===== src/rtl/mult_div_unit.sv =====
// ---------------------------------------------------------------------------
// mult_div_unit
//
// Iterative multiply/divide unit with HI/LO result registers for the MIPS
// datapath. It executes MULT, MULTU, DIV and DIVU one bit per cycle over W
// cycles, then spends one extra cycle applying result signs. The result is
// written to HI/LO, and a one-cycle done pulse follows.
//
// Ports:
//   CLK       - clock, all state changes on the rising edge
//   reset     - synchronous, active-high reset
//   start     - operation request, only looked at while idle
//   op        - 00 MULT, 01 MULTU, 10 DIV, 11 DIVU
//   rs_data   - multiplicand / dividend (register file read port 1)
//   rt_data   - multiplier / divisor (register file read port 2)
//   hi_we     - MTHI write enable (dropped while busy)
//   lo_we     - MTLO write enable (dropped while busy)
//   hi_wdata  - MTHI data
//   lo_wdata  - MTLO data
//   busy      - operation in progress (RUN or FIX)
//   done      - one-cycle pulse, HI/LO already hold the new result
//   hi, lo    - HI/LO registers
//
// Build option:
//   MDU_DIV_EN - when defined, the divider datapath is built. When it is
//                undefined, divide ops still take the full latency and
//                pulse done, but they leave HI/LO untouched.
// ---------------------------------------------------------------------------
module mult_div_unit #(
  parameter int W = 32
) (
  input  logic         CLK,
  input  logic         reset,
  input  logic         start,
  input  logic [1:0]   op,
  input  logic [W-1:0] rs_data,
  input  logic [W-1:0] rt_data,
  input  logic         hi_we,
  input  logic         lo_we,
  input  logic [W-1:0] hi_wdata,
  input  logic [W-1:0] lo_wdata,
  output logic         busy,
  output logic         done,
  output logic [W-1:0] hi,
  output logic [W-1:0] lo
);

  localparam int CW = $clog2(W) + 1;
  localparam logic [CW-1:0] LAST_ITER = CW'(W - 1);

  typedef enum logic [1:0] {IDLE, RUN, FIX} state_t;

  state_t         r_state;
  state_t         w_nextState;
  logic [CW-1:0]  r_cnt;
  logic           r_isDiv;
  logic           r_negRes;
  logic [W-1:0]   r_opnd;
  logic [2*W-1:0] r_acc;
  logic [W-1:0]   r_hi;
  logic [W-1:0]   r_lo;
  logic           r_done;

  logic           w_accept;
  logic           w_rsNeg;
  logic           w_rtNeg;
  logic [W-1:0]   w_rsMag;
  logic [W-1:0]   w_rtMag;
  logic [W:0]     w_mulSum;
  logic [2*W-1:0] w_mulNext;
  logic [2*W-1:0] w_accNext;
  logic [2*W-1:0] w_prod;

`ifdef MDU_DIV_EN
  logic           r_negRem;
  logic           r_divZero;
  logic [W-1:0]   r_rs;
  logic [W:0]     w_divUpper;
  logic [W-1:0]   w_divDiff;
  logic [2*W-1:0] w_divNext;
  logic [W-1:0]   w_quot;
  logic [W-1:0]   w_rem;
`endif

  assign done = r_done;
  assign hi   = r_hi;
  assign lo   = r_lo;

  // Ops with op[0] clear are signed. Their operands go through the unit as
  // magnitudes, and the signs are put back in FIX.
  assign w_rsNeg = ~op[0] & rs_data[W-1];
  assign w_rtNeg = ~op[0] & rt_data[W-1];
  assign w_rsMag = w_rsNeg ? -rs_data : rs_data;
  assign w_rtMag = w_rtNeg ? -rt_data : rt_data;

  // Shift-add multiply. The multiplier sits in the low half of the
  // accumulator and is consumed LSB first, while partial sums enter at the top.
  assign w_mulSum  = {1'b0, r_acc[2*W-1:W]} + (r_acc[0] ? {1'b0, r_opnd} : '0);
  assign w_mulNext = {w_mulSum, r_acc[W-1:1]};

`ifdef MDU_DIV_EN
  // Restoring divide step. The upper half carries the partial remainder.
  // Quotient bits shift into the bottom as dividend bits leave the top.
  assign w_divUpper = r_acc[2*W-1:W-1];
  assign w_divDiff  = w_divUpper[W-1:0] - r_opnd;
  assign w_divNext  = (w_divUpper >= {1'b0, r_opnd})
                      ? {w_divDiff, r_acc[W-2:0], 1'b1}
                      : {w_divUpper[W-1:0], r_acc[W-2:0], 1'b0};
  assign w_quot     = r_negRes ? -r_acc[W-1:0] : r_acc[W-1:0];
  assign w_rem      = r_negRem ? -r_acc[2*W-1:W] : r_acc[2*W-1:W];
`endif

  assign w_prod = r_negRes ? -r_acc : r_acc;

  // Per-iteration accumulator update. In the multiply-only build, a divide
  // op just holds the accumulator while it runs out its latency.
  always_comb begin
    w_accNext = w_mulNext;
`ifdef MDU_DIV_EN
    if (r_isDiv) w_accNext = w_divNext;
`else
    if (r_isDiv) w_accNext = r_acc;
`endif
  end

  // State register.
  always_ff @(posedge CLK) begin
    if (reset) r_state <= IDLE;
    else       r_state <= w_nextState;
  end

  // Next-state logic. Busy covers both RUN and FIX.
  always_comb begin
    w_nextState = r_state;
    busy        = 1'b0;
    w_accept    = 1'b0;
    case (r_state)
      IDLE: begin
        if (start) begin
          w_accept    = 1'b1;
          w_nextState = RUN;
        end
      end
      RUN: begin
        busy = 1'b1;
        if (r_cnt == LAST_ITER) w_nextState = FIX;
      end
      FIX: begin
        busy        = 1'b1;
        w_nextState = IDLE;
      end
      default: w_nextState = IDLE;
    endcase
  end

  // Datapath. MTHI/MTLO writes and operand latching happen only in IDLE.
  // A write that lands together with an accepted start is later overwritten
  // by the result written in FIX.
  always_ff @(posedge CLK) begin
    if (reset) begin
      r_cnt     <= '0;
      r_isDiv   <= 1'b0;
      r_negRes  <= 1'b0;
      r_opnd    <= '0;
      r_acc     <= '0;
      r_hi      <= '0;
      r_lo      <= '0;
      r_done    <= 1'b0;
`ifdef MDU_DIV_EN
      r_negRem  <= 1'b0;
      r_divZero <= 1'b0;
      r_rs      <= '0;
`endif
    end else begin
      r_done <= 1'b0;
      case (r_state)
        IDLE: begin
          if (hi_we) r_hi <= hi_wdata;
          if (lo_we) r_lo <= lo_wdata;
          if (w_accept) begin
            r_cnt     <= '0;
            r_isDiv   <= op[1];
            r_negRes  <= w_rsNeg ^ w_rtNeg;
            r_opnd    <= op[1] ? w_rtMag : w_rsMag;
            r_acc     <= {{W{1'b0}}, (op[1] ? w_rsMag : w_rtMag)};
`ifdef MDU_DIV_EN
            r_negRem  <= w_rsNeg;
            r_divZero <= (rt_data == '0);
            r_rs      <= rs_data;
`endif
          end
        end
        RUN: begin
          r_acc <= w_accNext;
          r_cnt <= r_cnt + CW'(1);
        end
        FIX: begin
          r_done <= 1'b1;
          if (!r_isDiv) begin
            r_hi <= w_prod[2*W-1:W];
            r_lo <= w_prod[W-1:0];
          end
`ifdef MDU_DIV_EN
          else if (r_divZero) begin
            r_hi <= r_rs;
            r_lo <= '1;
          end else begin
            r_hi <= w_rem;
            r_lo <= w_quot;
          end
`endif
        end
        default: ;
      endcase
    end
  end

endmodule


===== config.mk =====
export PLATFORM = sky130hd
export DESIGN_NAME = mult_div_unit
export DESIGN_NICKNAME = d
export VERILOG_FILES = /design/src/rtl/mult_div_unit.sv
export SDC_FILE = /design/constraint.sdc
export NUM_CORES = 1
export LEC_CHECK = 0
export BUFFER_PORTS_ARGS = -buffer_cell sky130_fd_sc_hd__buf_4
export CORE_ASPECT_RATIO = 1.5
export CORE_MARGIN = 2
export CORE_UTILIZATION = 58
export DETAILED_ROUTE_END_ITERATION = 10
export PLACE_DENSITY = 0.82
export REMOVE_ABC_BUFFERS = 1
export SYNTH_ARGS = -nofsm -noshare
export SYNTH_HDL_FRONTEND = slang
export SYNTH_SLANG_ARGS = --single-unit

===== constraint.sdc =====
create_clock -name CLK -period 3.7 [get_ports CLK]
set_clock_uncertainty 0.2 [all_clocks]
set_input_delay 0.37 -clock CLK [delete_from_list [all_inputs] [get_ports CLK]]
set_output_delay 0.37 -clock CLK [all_outputs]
set_load 0.02 [all_outputs]

==> impl_summary.txt <==
----------------------------------------------------
[Global route]
  Overflow left after global routing ... 0
  Global-route wire length before repair ... 64.6 mm
  Vias in the first global route ... 12.4k
  Number of antenna violations at the first check in global routing ... 1
  Tot GR Track Use ... 37.4%
  Pin count of the biggest net entering global routing ... 97

[Die]
  Area enclosed by the die boundary ... 21800 um2
  Die height ... 180 um
  Placeable core area ... 20300 um2
  Die W ... 121 um
  Rows ... 64
  Initial standard-cell utilization of the core ... 58.9%
  # IOs ... 201

[Critical path]
  Critical Path End ... hi[31]
  Delay of the slowest critical-path stage ... 0.60 ns
  Slack of the worst reg-to-reg path ... 0.41 ns
  CP Launch Type ... flop
  Crit Reg-Reg Endpoint ... hi[31]
  Depth of the worst register-to-register path ... 8
  Source of the worst register-to-register timing path ... r_acc[52]
  Type of destination of the critical path ... flop
  Worst path depth ... 8
  Data arrival time at the worst-slack endpoint ... 3.47 ns
  Crit Path Class ... flop to flop
  Count of buffer and inverter cells on the critical path ... 0
  Delay-heaviest family, CP ... simple AND/OR/NAND/NOR gates
  Crit path required time ... 3.88 ns
  Critical-path cell with the highest stage delay ... or4_1
  Crit path launch ... r_acc[52]
  Sequence of cells on the critical path ... or4_1 > or2_1 > or3_1 > or3_1 > or2_2 > nor3_1 > mux2_2 > o22ai_1
  Crit path top cell by count ... or3_1
  Crit-path max FO ... 7

[Synth]
  Most instantiated library cell after synthesis ... nor2_1
  Register bit count reported by yosys ... 171
  Synth async-reset ratio ... 0%
  Yosys warns ... 0
  Post-synthesis area per instance ... 7.50 um2
  Fraction of synthesized cell area taken by the top area cell type ... 28.7%
  Share of the yosys chip area belonging to registers ... 28.7%
  List of most frequent post-synthesis cells ... 178 x nor2_1, 171 x dfxtp_1, 156 x a21oi_1, 147 x nand2_1, 107 x o21ai_0
  Cell area after technology mapping ... 11900 um2
  Count of flip-flops with a built-in enable after synthesis ... 0
  Top cells by area in the synthesized netlist ... dfxtp_1 29%, a21oi_1 6.5%, nor2_1 5.6%
  Post-synth top area cell ... dfxtp_1
  Count of different cell masters after synthesis ... 72
  Cell count after synthesis ... 1590
  Top FF cell, synth ... dfxtp_1

[Pwr]
  Static leakage ... 5.81 nW
  Max IR drop VDD ... 324 uV
  Pwr dens ... 448 nW/um2

[Timing]
  Transition time at the pin with the least slew margin ... 1.07 ns
  Unrepaired setup endpoints after global routing ... false
  Final hold violation count ... 0
  Period utilisation layout ... 89.0%
  Number of max-slew violations in the final report ... 0
  Number of setup violations in the final report ... 0
  Max-slew headroom at the worst pin ... 28.7%
  Fmax ... 304 MHz
  Final period demand of the worst path ... 3.29 ns

[Clocking]
  Count of hold buffers inserted by post-cts repair ... 0
  CTS Buf Count ... 17
  Clk buf depth ... 2
  Clock transition at the register clock pins on the worst setup and hold paths after CTS ... 0.07 ns
  CTS tree ... built
  Post-CTS Setup Repair Bufs ... 0
  Number of sinks driven by the clock tree ... 171
  Post-cts repair resize count ... 0
  Clock latency on the worst-skew pair ... 0.46 ns
  CTS HTree Levels ... 4
  CTS root buf ... clkbuf_16

[Status]
  Failing checks ... DRC
  Result of the run ... finished, violations left

[Flow run]
  Max_cap viols ... 0

[Routing]
  Residual DRC ... 12
  Antenna-violating nets left ... 0
  Vias per inst ... 6.43
  Overall via count from detail_route ... 13.0k
  Number of iterations in the first detailed-routing pass ... 11
  DR WL/cell ... 20.3 um
  DRT Wirelength ... 41.1 mm
  Starting DRC count in detailed routing ... 1251

[Place]
  IO buf count ... 200
  Gpl congestion ... 1.00
  Instance area at placement ... 13700 um2
  Detailed-placement wirelength estimate ... 31.7 mm

[Layout]
  Ratio of cells with drive above 1 in the final layout ... 17.4%
  Fin util ... 70.7%
  Final Cell Area ... 14300 um2
  Area added between synthesis and finish ... 20.1%
  Final-stage net count ... 1924

[Hold path]
  Type of the most critical hold path ... input port to flop

----------------------------------------------------
## where the power goes
part / total [W] / switching, W / internal (W)
sequential: 0.00228 / 0.000197 / 0.00209
clock: 0.00181 / 0.000853 / 0.000956
combinational: 0.00233 / 0.00145 / 0.000878
total: 0.00642 / 0.00250 / 0.00392
## tightest hold or removal path: cells and delay by family
family	cells	cell delay (ns)
buffers and inverters	1	0.08
AO/OA/AOI/OAI	2	0.18
## state kept, by name, indices dropped and copies added (netlist names)
name,flops
done,1
hi,32
lo,32
r_acc,64
r_cnt,6
r_isDiv,1
r_negRes,1
r_opnd,32
r_state,2
## per-layer routing
layer	GRT usage (%)	vias to the layer above	share of wire, %
li1	-	6120	-
met2	66.4	598	51
met1	40.6	6156	37
met3	6.85	151	6.0
met4	22.2	0	6.4
met5	0	-	0
## how the worst min path moves through the flow
stage | depth (start not counted) | slack, ns | to | from
2_1_floorplan | 2 | 0.22 | r_opnd[11] | r_opnd[11]
3_3_place_gp | 1 | 0.23 | hi[13] | hi[13]
3_5_place_dp | 1 | 0.24 | hi[13] | hi[13]
4_1_cts | 3 | 0.01 | lo[1] | lo_wdata[1]
5_1_grt | 3 | 0.03 | lo[3] | lo_wdata[3]
6_report | 3 | 0.01 | lo[3] | lo_wdata[3]
## cell usage in the layout (no fill, tap or decap), types with 16 or more instances in the layout
master,synthesis,routed
ha_1,39,38
buf_4,0,244
o21ai_0,107,107
or3_1,20,20
clkbuf_16,0,17
xor2_1,73,73
nor2_1,178,178
xnor2_1,64,64
inv_1,28,28
a21oi_1,156,156
nand2_1,147,147
o41ai_1,16,16
o31ai_1,25,25
nand3_1,26,26
and2_1,38,38
and3_1,22,22
a22oi_1,18,18
nor3_1,35,35
dfxtp_1,171,170
a211oi_1,58,58
o211ai_1,28,28
## cells by family (layout without fill, tap and decap cells)
| group | count (synthesis) | count (layout) | synth area share [%] |
|---|---|---|---|
| AO/OA/AOI/OAI | 521 | 521 | 28.0 |
| XOR/XNOR | 137 | 137 | 10.1 |
| adder cells (fa/ha/maj) | 40 | 40 | 4.26 |
| buffers and inverters | 135 | 307 | 4.25 |
| flip-flops | 171 | 171 | 28.7 |
| multiplexers | 16 | 16 | 1.36 |
| other | 0 | 1 | 0 |
| AND/OR/NAND/NOR | 570 | 570 | 23.4 |
## stage by stage
| stage | setup slack, ns | TNS (ns) | hold WS [ns] | total power, W | cells |
|---|---|---|---|---|---|
| 6_report | 0.407 | 0 | 0.0120 | 0.00642 | 2027 |
| 3_3_place_gp | 0.172 | 0 | 0.235 | 0.00456 | 1994 |
| 4_1_cts | 0.417 | 0 | 0.00961 | 0.00639 | 2026 |
| 3_5_place_dp | 0.221 | 0 | 0.243 | 0.00460 | 1994 |
| 2_1_floorplan | -1.52 | -78.51 | 0.221 | 0.00361 | 1485 |
| 5_1_grt | 0.190 | 0 | 0.0258 | 0.00671 | 2026 |
## final cells by class
type                            count  area (um2)
Antenna cell                        1        2.50
Clock buffer                       18         429
Clock inverter                     14         153
Fill cell                        1738        5930
Inverter                           30         113
Multi-Input combinational cell   1284        8030
Sequential cell                   171        3420
Tap cell                          264         330
Timing Repair Buffer              245        1850
(Power assumes the default switching activity.)
